### config.mk
export PLATFORM = sky130hd
export DESIGN_NAME = uart_rx_cfg
export DESIGN_NICKNAME = d
export VERILOG_FILES = /design/src/rtl/uart_rx_cfg.sv
export SDC_FILE = /design/constraint.sdc
export NUM_CORES = 1
export LEC_CHECK = 0
export ABC_CLOCK_PERIOD_IN_PS = 2550
export CAP_MARGIN = 20
export CORE_ASPECT_RATIO = 1.75
export CORE_MARGIN = 2
export CORE_UTILIZATION = 40
export DETAILED_ROUTE_END_ITERATION = 6
export PLACE_DENSITY_LB_ADDON = 0.1
export SLEW_MARGIN = 20
export SYNTH_ARGS = -nofsm -noshare
export SYNTH_HDL_FRONTEND = slang
export SYNTH_SLANG_ARGS = --single-unit
### constraint.sdc
create_clock -name uart_clk -period 2.55 [get_ports uart_clk]
set_clock_uncertainty 0.05 [all_clocks]
set_input_delay 0.765 -clock uart_clk [delete_from_list [all_inputs] [get_ports uart_clk]]
set_output_delay 0.765 -clock uart_clk [all_outputs]
set_load 0.005 [all_outputs]
### src/rtl/uart_rx_cfg.sv
`default_nettype none
// ============================================================================
// Module      : uart_rx_cfg
// Description : Runtime-configurable UART receiver (5..9 data bits, none/even/
//               odd parity, 1 or 2 stop bits) with 3-sample majority voting,
//               parity/framing/break/overrun status and a ready/valid holding
//               register.
// Revision    : 1.0 - initial release
// ============================================================================
module uart_rx_cfg #(
  parameter int MAX_DATA_WIDTH  = 9,
  parameter int OVERSAMPLE_RATE = 16
) (
  input  logic                      uart_clk,
  input  logic                      rst_n,
  input  logic                      sample_tick,
  input  logic                      rx_serial_sync,
  input  logic [3:0]                cfg_data_bits,
  input  logic [1:0]                cfg_parity,
  input  logic                      cfg_stop2,
  output logic [MAX_DATA_WIDTH-1:0] rx_data,
  output logic                      rx_valid,
  input  logic                      rx_ready,
  output logic                      parity_error,
  output logic                      frame_error,
  output logic                      break_detect,
  output logic                      overrun,
  output logic                      rx_active
);

  localparam int CNT_W = $clog2(OVERSAMPLE_RATE);
  localparam int MID   = OVERSAMPLE_RATE / 2;

  localparam logic [CNT_W-1:0] CNT_PRE  = CNT_W'(MID - 1);
  localparam logic [CNT_W-1:0] CNT_MID  = CNT_W'(MID);
  localparam logic [CNT_W-1:0] CNT_POST = CNT_W'(MID + 1);
  localparam logic [CNT_W-1:0] CNT_LAST = CNT_W'(OVERSAMPLE_RATE - 1);

  localparam logic [3:0] MIN_BITS = 4'd5;
  localparam logic [3:0] MAX_BITS = 4'(MAX_DATA_WIDTH);

  localparam logic [2:0] IDLE      = 3'd0;
  localparam logic [2:0] START     = 3'd1;
  localparam logic [2:0] DATA      = 3'd2;
  localparam logic [2:0] PARITY    = 3'd3;
  localparam logic [2:0] STOP1     = 3'd4;
  localparam logic [2:0] STOP2     = 3'd5;
  localparam logic [2:0] WAIT_HIGH = 3'd6;

  logic [2:0]                state;
  logic [CNT_W-1:0]          cnt;
  logic [3:0]                bit_idx;
  logic [3:0]                nbits;
  logic                      par_en;
  logic                      par_odd;
  logic                      stop2_q;
  logic                      samp_pre;
  logic                      samp_mid;
  logic [MAX_DATA_WIDTH-1:0] shreg;
  logic                      par_err;
  logic                      frm_err;
  logic                      seen_one;

  logic [3:0]                bits_clamped;
  logic                      maj;
  logic                      decide;
  logic                      bit_end;
  logic                      last_stop;
  logic                      frame_done;
  logic                      done_fe;
  logic                      done_brk;

  // Clamp the requested word length into the supported range
  always_comb begin
    bits_clamped = cfg_data_bits;
    if (cfg_data_bits < MIN_BITS)      bits_clamped = MIN_BITS;
    else if (cfg_data_bits > MAX_BITS) bits_clamped = MAX_BITS;
  end

  // The live line is the third vote, taken on the deciding tick itself
  assign maj = (samp_pre & samp_mid) | (samp_pre & rx_serial_sync) |
               (samp_mid & rx_serial_sync);

  assign decide     = sample_tick && (cnt == CNT_POST);
  assign bit_end    = sample_tick && (cnt == CNT_LAST);
  assign last_stop  = (state == STOP2) || ((state == STOP1) && !stop2_q);
  assign frame_done = decide && last_stop;
  assign done_fe    = frm_err | ~maj;
  assign done_brk   = ~(seen_one | maj);
  assign rx_active  = (state != IDLE);

  // Frame sequencer: bit timing, voting, data capture and per-frame status
  always_ff @(posedge uart_clk or negedge rst_n) begin
    if (!rst_n) begin
      state    <= IDLE;
      cnt      <= '0;
      bit_idx  <= '0;
      nbits    <= MIN_BITS;
      par_en   <= 1'b0;
      par_odd  <= 1'b0;
      stop2_q  <= 1'b0;
      samp_pre <= 1'b1;
      samp_mid <= 1'b1;
      shreg    <= '0;
      par_err  <= 1'b0;
      frm_err  <= 1'b0;
      seen_one <= 1'b0;
    end else begin
      case (state)
        IDLE: begin
          if (!rx_serial_sync) begin
            state    <= START;
            cnt      <= '0;
            bit_idx  <= '0;
            nbits    <= bits_clamped;
            par_en   <= (cfg_parity == 2'b01) || (cfg_parity == 2'b10);
            par_odd  <= (cfg_parity == 2'b10);
            stop2_q  <= cfg_stop2;
            shreg    <= '0;
            par_err  <= 1'b0;
            frm_err  <= 1'b0;
            seen_one <= 1'b0;
          end
        end
        WAIT_HIGH: begin
          if (rx_serial_sync) state <= IDLE;
        end
        default: begin
          if (sample_tick) begin
            cnt <= (cnt == CNT_LAST) ? '0 : cnt + 1'b1;
            if (cnt == CNT_PRE) samp_pre <= rx_serial_sync;
            if (cnt == CNT_MID) samp_mid <= rx_serial_sync;
          end
          if (decide) begin
            case (state)
              START: begin
                if (maj) state <= IDLE;
              end
              DATA: begin
                shreg[bit_idx] <= maj;
                seen_one       <= seen_one | maj;
              end
              PARITY: begin
                par_err  <= (^shreg) ^ maj ^ par_odd;
                seen_one <= seen_one | maj;
              end
              default: begin
                if (!maj) frm_err <= 1'b1;
                seen_one <= seen_one | maj;
                if (last_stop) state <= rx_serial_sync ? IDLE : WAIT_HIGH;
              end
            endcase
          end
          if (bit_end) begin
            case (state)
              START:  state <= DATA;
              DATA: begin
                if (bit_idx == nbits - 4'd1) state <= par_en ? PARITY : STOP1;
                else                         bit_idx <= bit_idx + 4'd1;
              end
              PARITY: state <= STOP1;
              STOP1:  state <= STOP2;
              default: state <= state;
            endcase
          end
        end
      endcase
    end
  end

  // Holding register: load when free or emptied this cycle, else count a drop
  always_ff @(posedge uart_clk or negedge rst_n) begin
    if (!rst_n) begin
      rx_data      <= '0;
      rx_valid     <= 1'b0;
      parity_error <= 1'b0;
      frame_error  <= 1'b0;
      break_detect <= 1'b0;
      overrun      <= 1'b0;
    end else if (frame_done && (!rx_valid || rx_ready)) begin
      rx_data      <= shreg;
      parity_error <= par_err;
      frame_error  <= done_fe;
      break_detect <= done_brk;
      rx_valid     <= 1'b1;
      overrun      <= 1'b0;
    end else if (frame_done) begin
      overrun <= 1'b1;
    end else if (rx_valid && rx_ready) begin
      rx_valid <= 1'b0;
      overrun  <= 1'b0;
    end
  end

endmodule
`default_nettype wire

# == Word level (Yosys, flattened, before mapping) ==
# Index checks and enable logic that the tools add are counted.
# totals
reg_bits,46
elab_cells,142
# classes
n_addsub,3
order_cmp,4
eq_ne,21
mux,45
n_bitwise,14
n_reduce_logical,36
# op_table
op,n
4-bit 2-to-1 mux,8
3-bit 2-to-1 mux,9
9-bit 2-to-1 mux,3
9-bit case mux with 2 select lines,1
4-bit case mux with 2 select lines,2
1-bit 2-to-1 mux,14
"4-bit equality test, second input constant",3
3-bit case mux with 2 select lines,2
3-bit case mux with 4 select lines,1
3-bit AND reduction,4
4-bit AND reduction,3
2-bit nonzero test,6
5-bit AND reduction,2
9-bit bitwise mux,1
"3-bit equality test, second input constant",3
9-bit XOR reduction,1
"4-bit by 1-bit adder with 4-bit output, second input constant",2
"2-bit by 1-bit inequality test with 1-bit output, second input constant",4
1-bit logical AND,7
"7-bit by 1-bit inequality test with 1-bit output, second input constant",1
"3-bit by 2-bit equality test with 1-bit output, second input constant",2
"2-bit inequality test, second input constant",3
1-bit case mux with 2 select lines,3
3-bit nonzero test,2
21 further kinds,36

# == Logic depth before layout (Yosys ltp) ==
# Gate-level depths: netlist of run 1.
# depth
depth_word,10
depth_mapped,9
mapped_depth_nobuf,7

# == Worst setup path after synthesis of run 1 ==
# Ideal clock, no wire load.
# synth_timing
path_kind,input port to flip-flop
start,input port sample_tick
end,register break_detect
arrival_time_ps,2120
slack_ps,255
cell_stages,7
path_buffers,3
cell_sequence,buf_2 -> nand4b_1 -> nor2_1 -> and3b_1 -> clkbuf_1 -> buf_2 -> mux2_2
# synth_via
elab_chain_len,3
# synth_lines
element,line,text
from (decl),16,"input logic sample_tick,"
1-bit logical AND,84,assign decide = sample_tick && (cnt == CNT_POST);
1-bit logical AND,87,assign frame_done = decide && last_stop;
1-bit logical AND,180,end else if (frame_done && (!rx_valid || rx_ready)) begin
to (signal assigned),184,break_detect <= done_brk;
to (decl),26,"output logic break_detect,"
# No other way between the ends.
# A chain may end at the register's enable or synchronous reset.

# == Worst setup path in the final report of run 1 ==
# layout_timing
start,register state[0]
end,output port rx_active
# layout_via
elab_chain_len,1
# layout_lines
element,line,text
from (decl),50,logic [2:0] state;
from (signal assigned),150,if (last_stop) state <= rx_serial_sync ? IDLE : WAIT_HIGH;
from (signal assigned),158,if (bit_idx == nbits - 4'd1) state <= par_en ? PARITY : STOP1;
from (signal assigned),163,default: state <= state;
3-bit nonzero test,90,assign rx_active = (state != IDLE);
to (decl),28,output logic rx_active
# No other way between the ends.

==> results.json, run 1 <==
{
  "avgSynthCellArea_um2": 9.51,
  "drive_gt1_frac": 0.177,
  "first_pass_iters": 4,
  "setup_viol_count_final": 0,
  "cpPeakStageDelay_ns": 0.48,
  "r2r_slack_ns": 0.26,
  "synthTopCellsByCount": "47 x nand2_1, 42 x dfrtp_1, 18 x o21ai_0, 16 x xnor2_1, 13 x mux2_2",
  "relSlewSlack": 0.684,
  "synth_top_area_frac": 0.399,
  "via_per_inst": 5.31,
  "clock_path_buffers": 2,
  "r2r-end": "bit_idx[0]",
  "use_met3": 0.0283,
  "cts_buffers": 5,
  "dp_cells": 391,
  "netlist_instances": 277,
  "cts.sinks": 46,
  "die_area_um2": 7280,
  "num-nets-final": 337,
  "final_area_um2": 3270,
  "rsz0062_at_grt": "no",
  "grt_overflow_total": 0,
  "layout_setup_ws_ns": 0.141,
  "setup_tns_ns": 0,
  "antennaDiodeCount": 0,
  "arrival_ns": 1.59,
  "cts_tree": "built",
  "yosysUniqueCellTypes": 53,
  "fp.coreArea_um2": 6440,
  "grt-busiest-layer": "met2",
  "period_share": 0.945,
  "switching_power_w": 0.00101,
  "critPathMaxFanout": 3,
  "start_util": 0.409,
  "syn_nets": 298,
  "period_needed_ns": 2.41,
  "h-tree-depth": 2,
  "vdd_drop_max_mv": 0.340,
  "worstReg2RegStart": "nbits[0]",
  "intPower_w": 0.00178,
  "slowest_stage": "clkdlybuf4s50_1",
  "dp_slack_ns": 0.0324,
  "grt_max_degree": 47,
  "synthesis.area_um2": 2630,
  "tightest_slew_ns": 0.468,
  "root_buffer": "clkbuf_16",
  "status": "complete, no violations",
  "grt_pass1_wl_um": 9800,
  "r2r_cells": 7,
  "seq_area_frac_synth": 0.439,
  "grt_use_met2": 0.322,
  "cellLeakagePower_nw": 1.44,
  "path_cells": "nor2_1 > nand2_1 > clkdlybuf4s50_1",
  "netlist_top_cells_area": "dfrtp_1 40%, nand2_1 6.7%, mux2_2 5.6%",
  "final_cells": 399,
  "drt-total-wl_um": 5820,
  "yosysMostFrequentCell": "nand2_1",
  "maxCapViolations": 0,
  "vias": 2120,
  "ys.flop_type": "dfrtp_1",
  "fmax_mhz": 415,
  "synth-seq-cells": 46,
  "p_sw_frac": 0.363,
  "synth_top_area_cell": "dfrtp_1",
  "insertion_delay_ns": 0.29,
  "grt_pass1_vias": 2073,
  "hold_buffers": 0,
  "drt-initial-drc-count": 110,
  "port_buffers": 26,
  "path_class": "register to output pin",
  "start_kind": "register",
  "wl_per_cell_um": 14.6,
  "syn_to_final_growth_pct": 24.0,
  "dp_hpwl_um": 4410,
  "end_kind": "output pin",
  "post_cts_buffers": 0,
  "place.gp.congestion": 0.820,
  "fp-row-count": 39,
  "finalHoldViolations": 0,
  "pwr-share-clk": 0.234,
  "seqPwrFrac": 0.379,
  "ios": 27,
  "cts_resized": 0,
  "powerDensity_nw_per_um2": 855,
  "required_ns": 1.74,
  "async_flop_share": 1.00,
  "die_x_um": 65.3,
  "track_usage": 0.175,
  "slew_viol_final": 0,
  "yosysWarnings": 0,
  "antenna_left": 0,
  "placed_area_um2": 3120,
  "die_h_um": 111,
  "drc_errors": 0,
  "antenna_found_initial": 0,
  "grt_util_met1": 0.193,
  "synth_edf_count": 0,
  "path_clk_slew_ns": 0.06,
  "hp-class": "primary input to async pin",
  "power.total_w": 0.00279,
  "p_comb_frac": 0.387
}
[cell families (layout without fill, tap and decap cells)]
logic type	after synthesis	after routing	share of synthesized area
AOI/OAI and AO/OA	58	58	0.152
adders and majority gates	10	10	0.0466
DFF	46	46	0.439
buffers and inverters	26	66	0.0413
xor gates and xnor gates	18	18	0.0599
muxes	15	15	0.0632
and+or+nand+nor	104	104	0.199
[worst max path at each step]
stage                     start      endpoint  slack (ns)  cells past startpoint
finish                 state[0]     rx_active        0.14                      3
global route           nbits[0]    bit_idx[0]        0.09                      7
CTS                    state[0]     rx_active        0.13                      3
detailed placement  sample_tick      shreg[4]        0.03                      6
global placement    sample_tick      shreg[1]        0.05                      7
floorplan           sample_tick  break_detect        0.25                      7
[through the flow]
step,utilization,hold WS [ns]
6_report,0.507,0.393
5_1_grt,0.507,0.426
4_1_cts,0.507,0.407
3_5_place_dp,0.484,0.416
3_3_place_gp,0.484,0.408
2_1_floorplan,-,0.388
[per-layer routing]
| layer | part of all wire | routed length (um) | up-vias |
|---|---|---|---|
| li1 | - | - | 1050 |
| met1 | 0.40 | 2330 | 1013 |
| met2 | 0.55 | 3190 | 47 |
| met5 | 0 | 0 | - |
| met3 | 0.027 | 158 | 10 |
| met4 | 0.025 | 147 | 0 |
[power by group through the flow]
stage / Clock (W) / Combinational [W] / Sequential [W]
finish: 0.000655 / 0.00108 / 0.00106
global route: 0.000704 / 0.00121 / 0.00108
CTS: 0.000677 / 0.00108 / 0.00106
detailed placement: 0 / 0.00108 / 0.00107
global placement: 0 / 0.00105 / 0.00106
floorplan: 0 / 0.000786 / 0.00103
[flip-flops by register name, indices dropped and copies added, names as in the netlist, 3 cells and up]
name and flops:
nbits 4, cnt 4, bit_idx 4, state 3
shreg 9, rx_data 9
[layout by cell type (no fill, tap or decap), drive strengths merged, types with 9 or more instances in the layout]
cell and n:
a21oi 11, o21ai 18, dfrtp 42, inv 12
nor2 12, xnor2 16, buf 21, clkdlybuf4s50 25
nand2 47, ha 9, nor3 10, mux2 13
[critical path: cells and delay by family (launching register included)]
family | cells | cell delay, ns
buffers and inverters | 1 | 0.48
flip-flops | 1 | 0.38
AND/OR/NAND/NOR | 2 | 0.45
[area by class of cell]
type | instances | area [um2]
clock buffers | 6 | 139
clock inverters | 2 | 12.5
fillers | 635 | 3170
inverters | 12 | 45.0
multi-input cells | 205 | 1370
flip-flops and latches | 46 | 1160
well taps | 82 | 103
repair buffers | 46 | 443
No activity file was read; power rests on OpenSTA's default activity.
==> run 2: changes to the inputs <==
--- a/config.mk
+++ b/config.mk
@@ -10,6 +10,7 @@
 export CORE_ASPECT_RATIO = 1.75
 export CORE_MARGIN = 2
 export CORE_UTILIZATION = 40
+export CTS_BUF_LIST = sky130_fd_sc_hd__clkbuf_8
 export DETAILED_ROUTE_END_ITERATION = 6
 export PLACE_DENSITY_LB_ADDON = 0.1
 export SLEW_MARGIN = 20
==> run 2 against run 1 <==
Against the previous run:
- critical path depth is the same
- wire length grew 0.58%
- maximum frequency shrank 1.2%
- global-route usage grew 0.14 points
- sequential cell count is the same
- clock-buffer cell count is the same
- hold slack lost 0.023 ns
- combinational power is essentially flat
- first-iteration DRC count shrank 2.7%
- power shrank 6.7%
- sequential share of layout area grew 0.62 points
- non-clock buffer count is the same
- largest power group unchanged
==> results.json, run 2 (synthesis gave the netlist of run 1 again) <==
{
  "status": "complete, no violations",
  "setup_viol_count_final": 0,
  "cts_tree": "built",
  "antenna_found_initial": 0,
  "start_util": 0.409,
  "die_x_um": 65.3,
  "post_cts_buffers": 0,
  "required_ns": 1.74,
  "place.gp.congestion": 0.820,
  "path_clk_slew_ns": 0.09,
  "end_kind": "output pin",
  "rsz0062_at_grt": "no",
  "arrival_ns": 1.62,
  "critPathBufInv": 1,
  "root_buffer": "clkbuf_8",
  "clock_path_buffers": 2,
  "drt-total-wl_um": 5860,
  "start_kind": "register",
  "setup_tns_ns": 0,
  "r2r_slack_ns": 0.25,
  "path_class": "register to output pin",
  "h-tree-depth": 2,
  "fp-row-count": 39,
  "cts_resized": 0,
  "critPathTopFamily": "buffers and inverters",
  "worstReg2RegStart": "nbits[0]",
  "first_pass_iters": 4,
  "finalHoldViolations": 0,
  "relSlewSlack": 0.684,
  "drt-initial-drc-count": 107,
  "die_h_um": 111,
  "insertion_delay_ns": 0.31,
  "ios": 27,
  "fillers": 643,
  "r2r_cells": 7,
  "grt_max_degree": 47,
  "num-nets-final": 337,
  "period_share": 0.956,
  "drive_gt1_frac": 0.177,
  "dp_cells": 391,
  "antennaDiodeCount": 0,
  "whs_ns": 0.370,
  "cts_buffers": 5,
  "via_per_inst": 5.29,
  "dp_hpwl_um": 4410,
  "hold_buffers": 0,
  "powerDensity_nw_per_um2": 812,
  "vias": 2112,
  "final_util": 0.498,
  "r2r-end": "bit_idx[0]",
  "vdd_drop_max_mv": 0.384,
  "final_cell_mix": "47 x nand2_1, 42 x dfrtp_1, 25 x clkdlybuf4s50_1",
  "cellLeakagePower_nw": 1.41,
  "grt_pass1_vias": 2062,
  "fp.coreArea_um2": 6440,
  "slowest_stage": "clkdlybuf4s50_1",
  "critPathMaxFanout": 3,
  "final_common_cell": "nand2_1",
  "top_regs": "rx_data: 9 flops, shreg: 9 flops",
  "antenna_left": 0,
  "grt_overflow_total": 0,
  "wl_per_cell_um": 14.7,
  "track_usage": 0.176,
  "final_cells": 399,
  "slew_viol_final": 0,
  "maxCapViolations": 0,
  "hp-class": "primary input to async pin",
  "tightest_slew_ns": 0.468,
  "period_needed_ns": 2.44,
  "drc_errors": 0,
  "grt_pass1_wl_um": 9850,
  "cpPeakStageDelay_ns": 0.48,
  "die_area_um2": 7280,
  "fmax_mhz": 410,
  "syn_to_final_growth_pct": 21.9,
  "cts.sinks": 46,
  "port_buffers": 26,
  "path_cells": "nor2_1 > nand2_1 > clkdlybuf4s50_1"
}
==> run 2: cell count changes in the layout (fill, tap and decap cells not counted) <==
cell / change
clkbuf_16: -5
clkbuf_8: +5
==> run 2: per-layer routing <==
metal	track usage	up-vias	part of all wire
met5	0	-	0
met4	0.0750	0	0.028
met3	0.0313	12	0.030
met2	0.321	44	0.55
met1	0.195	1005	0.40
li1	-	1051	-
==> run 2: worst max path at each step <==
stage                           start            to  slack [ns]  depth (start not counted)
after detailed placement  sample_tick      shreg[4]        0.03                          6
final                        state[0]     rx_active        0.11                          3
after floorplan           sample_tick  break_detect        0.25                          7
after global placement    sample_tick      shreg[1]        0.05                          7
after CTS                    state[0]     rx_active        0.10                          3
after global routing         state[0]     rx_active        0.05                          3
==> run 2: metrics by stage <==
stage | total power (W) | setup WS [ns] | area (um2)
4_1_cts | 0.00263 | 0.102 | 3210
2_1_floorplan | 0.00181 | 0.255 | 2630
3_3_place_gp | 0.00212 | 0.0521 | 3120
5_1_grt | 0.00281 | 0.0531 | 3210
6_report | 0.00261 | 0.112 | 3210
3_5_place_dp | 0.00215 | 0.0324 | 3120
==> run 2: final cells by class <==
class	count	area [um2]	share of cell area
multi-input combinational	205	1370	0.426
sequential	46	1160	0.360
timing repair buffer	46	443	0.138
tap	82	103	0.0320
clock buffer	6	82.6	0.0257
inverter	12	45.0	0.0140
clock inverter	2	12.5	0.00390
==> run 2: power by group <==
part | internal [W] | total [W] | switching (W)
clock | 0.000218 | 0.000469 | 0.000251
sequential | 0.000905 | 0.00106 | 0.000151
combinational | 0.000485 | 0.00108 | 0.000595
==> run 3: changes to the inputs <==
--- a/config.mk
+++ b/config.mk
@@ -13,6 +13,7 @@
 export CTS_BUF_LIST = sky130_fd_sc_hd__clkbuf_8
 export DETAILED_ROUTE_END_ITERATION = 6
 export PLACE_DENSITY_LB_ADDON = 0.1
+export REMOVE_ABC_BUFFERS = 1
 export SLEW_MARGIN = 20
 export SYNTH_ARGS = -nofsm -noshare
 export SYNTH_HDL_FRONTEND = slang
==> run 3 against run 2 <==
Against the previous run:
- hold slack worse by 0.0049 ns
- die area did not move
- power is 2.0% higher
- critical path depth did not move
- final cell count fell by 0.75%
- highest routed layer unchanged
==> results.json, run 3 (synthesis gave the netlist of run 1 again) <==
{
  "setup_tns_ns": 0,
  "fmax_mhz": 416,
  "hold_buffers": 0,
  "relSlewSlack": 0.640,
  "powerDensity_nw_per_um2": 833,
  "period_needed_ns": 2.40,
  "antenna_left": 0,
  "start_kind": "register",
  "slowest_stage": "clkdlybuf4s50_1",
  "tightest_slew_ns": 0.538,
  "cts_tree": "built",
  "finalHoldViolations": 0,
  "antennaDiodeCount": 0,
  "wl_per_cell_um": 14.7,
  "dp_hpwl_um": 4440,
  "die_x_um": 65.3,
  "start_util": 0.409,
  "critPathTopFamily": "buffers and inverters",
  "first_pass_iters": 4,
  "antenna_found_initial": 0,
  "via_per_inst": 5.24,
  "maxCapViolations": 0,
  "end_kind": "output pin",
  "final_common_cell": "nand2_1",
  "rsz0062_at_grt": "no",
  "period_share": 0.943,
  "root_buffer": "clkbuf_8",
  "drc_errors": 0,
  "final_cell_mix": "47 x nand2_1, 42 x dfrtp_1, 25 x clkdlybuf4s50_1",
  "path_clk_slew_ns": 0.09,
  "vdd_drop_max_mv": 0.448,
  "path_class": "register to output pin",
  "hp-class": "primary input to async pin",
  "fp.coreArea_um2": 6440,
  "required_ns": 1.74,
  "ios": 27,
  "slew_viol_final": 0,
  "drt-total-wl_um": 5800,
  "grt_pass1_wl_um": 9940,
  "cpPeakStageDelay_ns": 0.47,
  "cts_resized": 0,
  "die_h_um": 111,
  "place.gp.congestion": 0.879,
  "num-nets-final": 334,
  "cellLeakagePower_nw": 1.40,
  "arrival_ns": 1.59,
  "status": "complete, no violations",
  "vias": 2074,
  "critPathBufInv": 1,
  "syn_to_final_growth_pct": 21.1,
  "cts.sinks": 46,
  "grt_pass1_vias": 2054,
  "worstReg2RegStart": "nbits[0]",
  "r2r_cells": 7,
  "critPathMaxFanout": 3,
  "post_cts_buffers": 0,
  "grt_max_degree": 27,
  "clock_path_buffers": 2,
  "drt-initial-drc-count": 104,
  "port_buffers": 26,
  "r2r-end": "bit_idx[0]",
  "h-tree-depth": 2,
  "die_area_um2": 7280,
  "insertion_delay_ns": 0.31,
  "r2r_slack_ns": 0.26,
  "grt_overflow_total": 0,
  "setup_viol_count_final": 0,
  "whs_ns": 0.365,
  "drive_gt1_frac": 0.166,
  "track_usage": 0.177,
  "path_cells": "nor2_1 > nand2_1 > clkdlybuf4s50_1",
  "fp-row-count": 39,
  "top_regs": "rx_data: 9 flops, shreg: 9 flops",
  "cts_buffers": 5
}
==> run 3: per-layer routing <==
layer  vias to the layer above  global-route usage  wire [um]
li1                       1043                   -          -
met1                       970               0.199       2370
met2                        46               0.310       3020
met3                        15              0.0333        197
met4                         0              0.0931        216
met5                         -                   0          0
==> run 3: power by group <==
part           internal, W  switching, W
logic             0.000473      0.000601
clock network     0.000288      0.000253
registers         0.000905      0.000135
==> run 3: metrics by stage <==
step,cells,util,total power [W],setup WS [ns],area (um2)
2_1_floorplan,263,-,0.00175,0.399,2570
3_3_place_gp,388,0.478,0.00212,0.0353,3080
3_5_place_dp,388,0.478,0.00213,0.0284,3080
4_1_cts,396,0.495,0.00269,0.119,3190
5_1_grt,396,0.495,0.00287,0.0127,3190
6_report,396,0.495,0.00266,0.145,3190
==> run 3: final cells by class <==
type	count	area [um2]
flip-flops and latches	46	1160
well taps	82	103
multi-input cells	205	1370
fillers	630	3250
clock buffers	5	68.8
clock inverters	3	41.3
repair buffers	43	408
inverters	12	45.0
==> run 3: worst max-delay path by stage <==
stage                      from         end  slack [ns]  cells past startpoint
floorplan              nbits[0]  bit_idx[0]        0.40                      7
global placement    sample_tick    shreg[1]        0.04                      7
detailed placement  sample_tick    shreg[5]        0.03                      6
CTS                    state[0]   rx_active        0.12                      3
global route           state[0]   rx_active        0.01                      3
finish                 state[0]   rx_active        0.15                      3
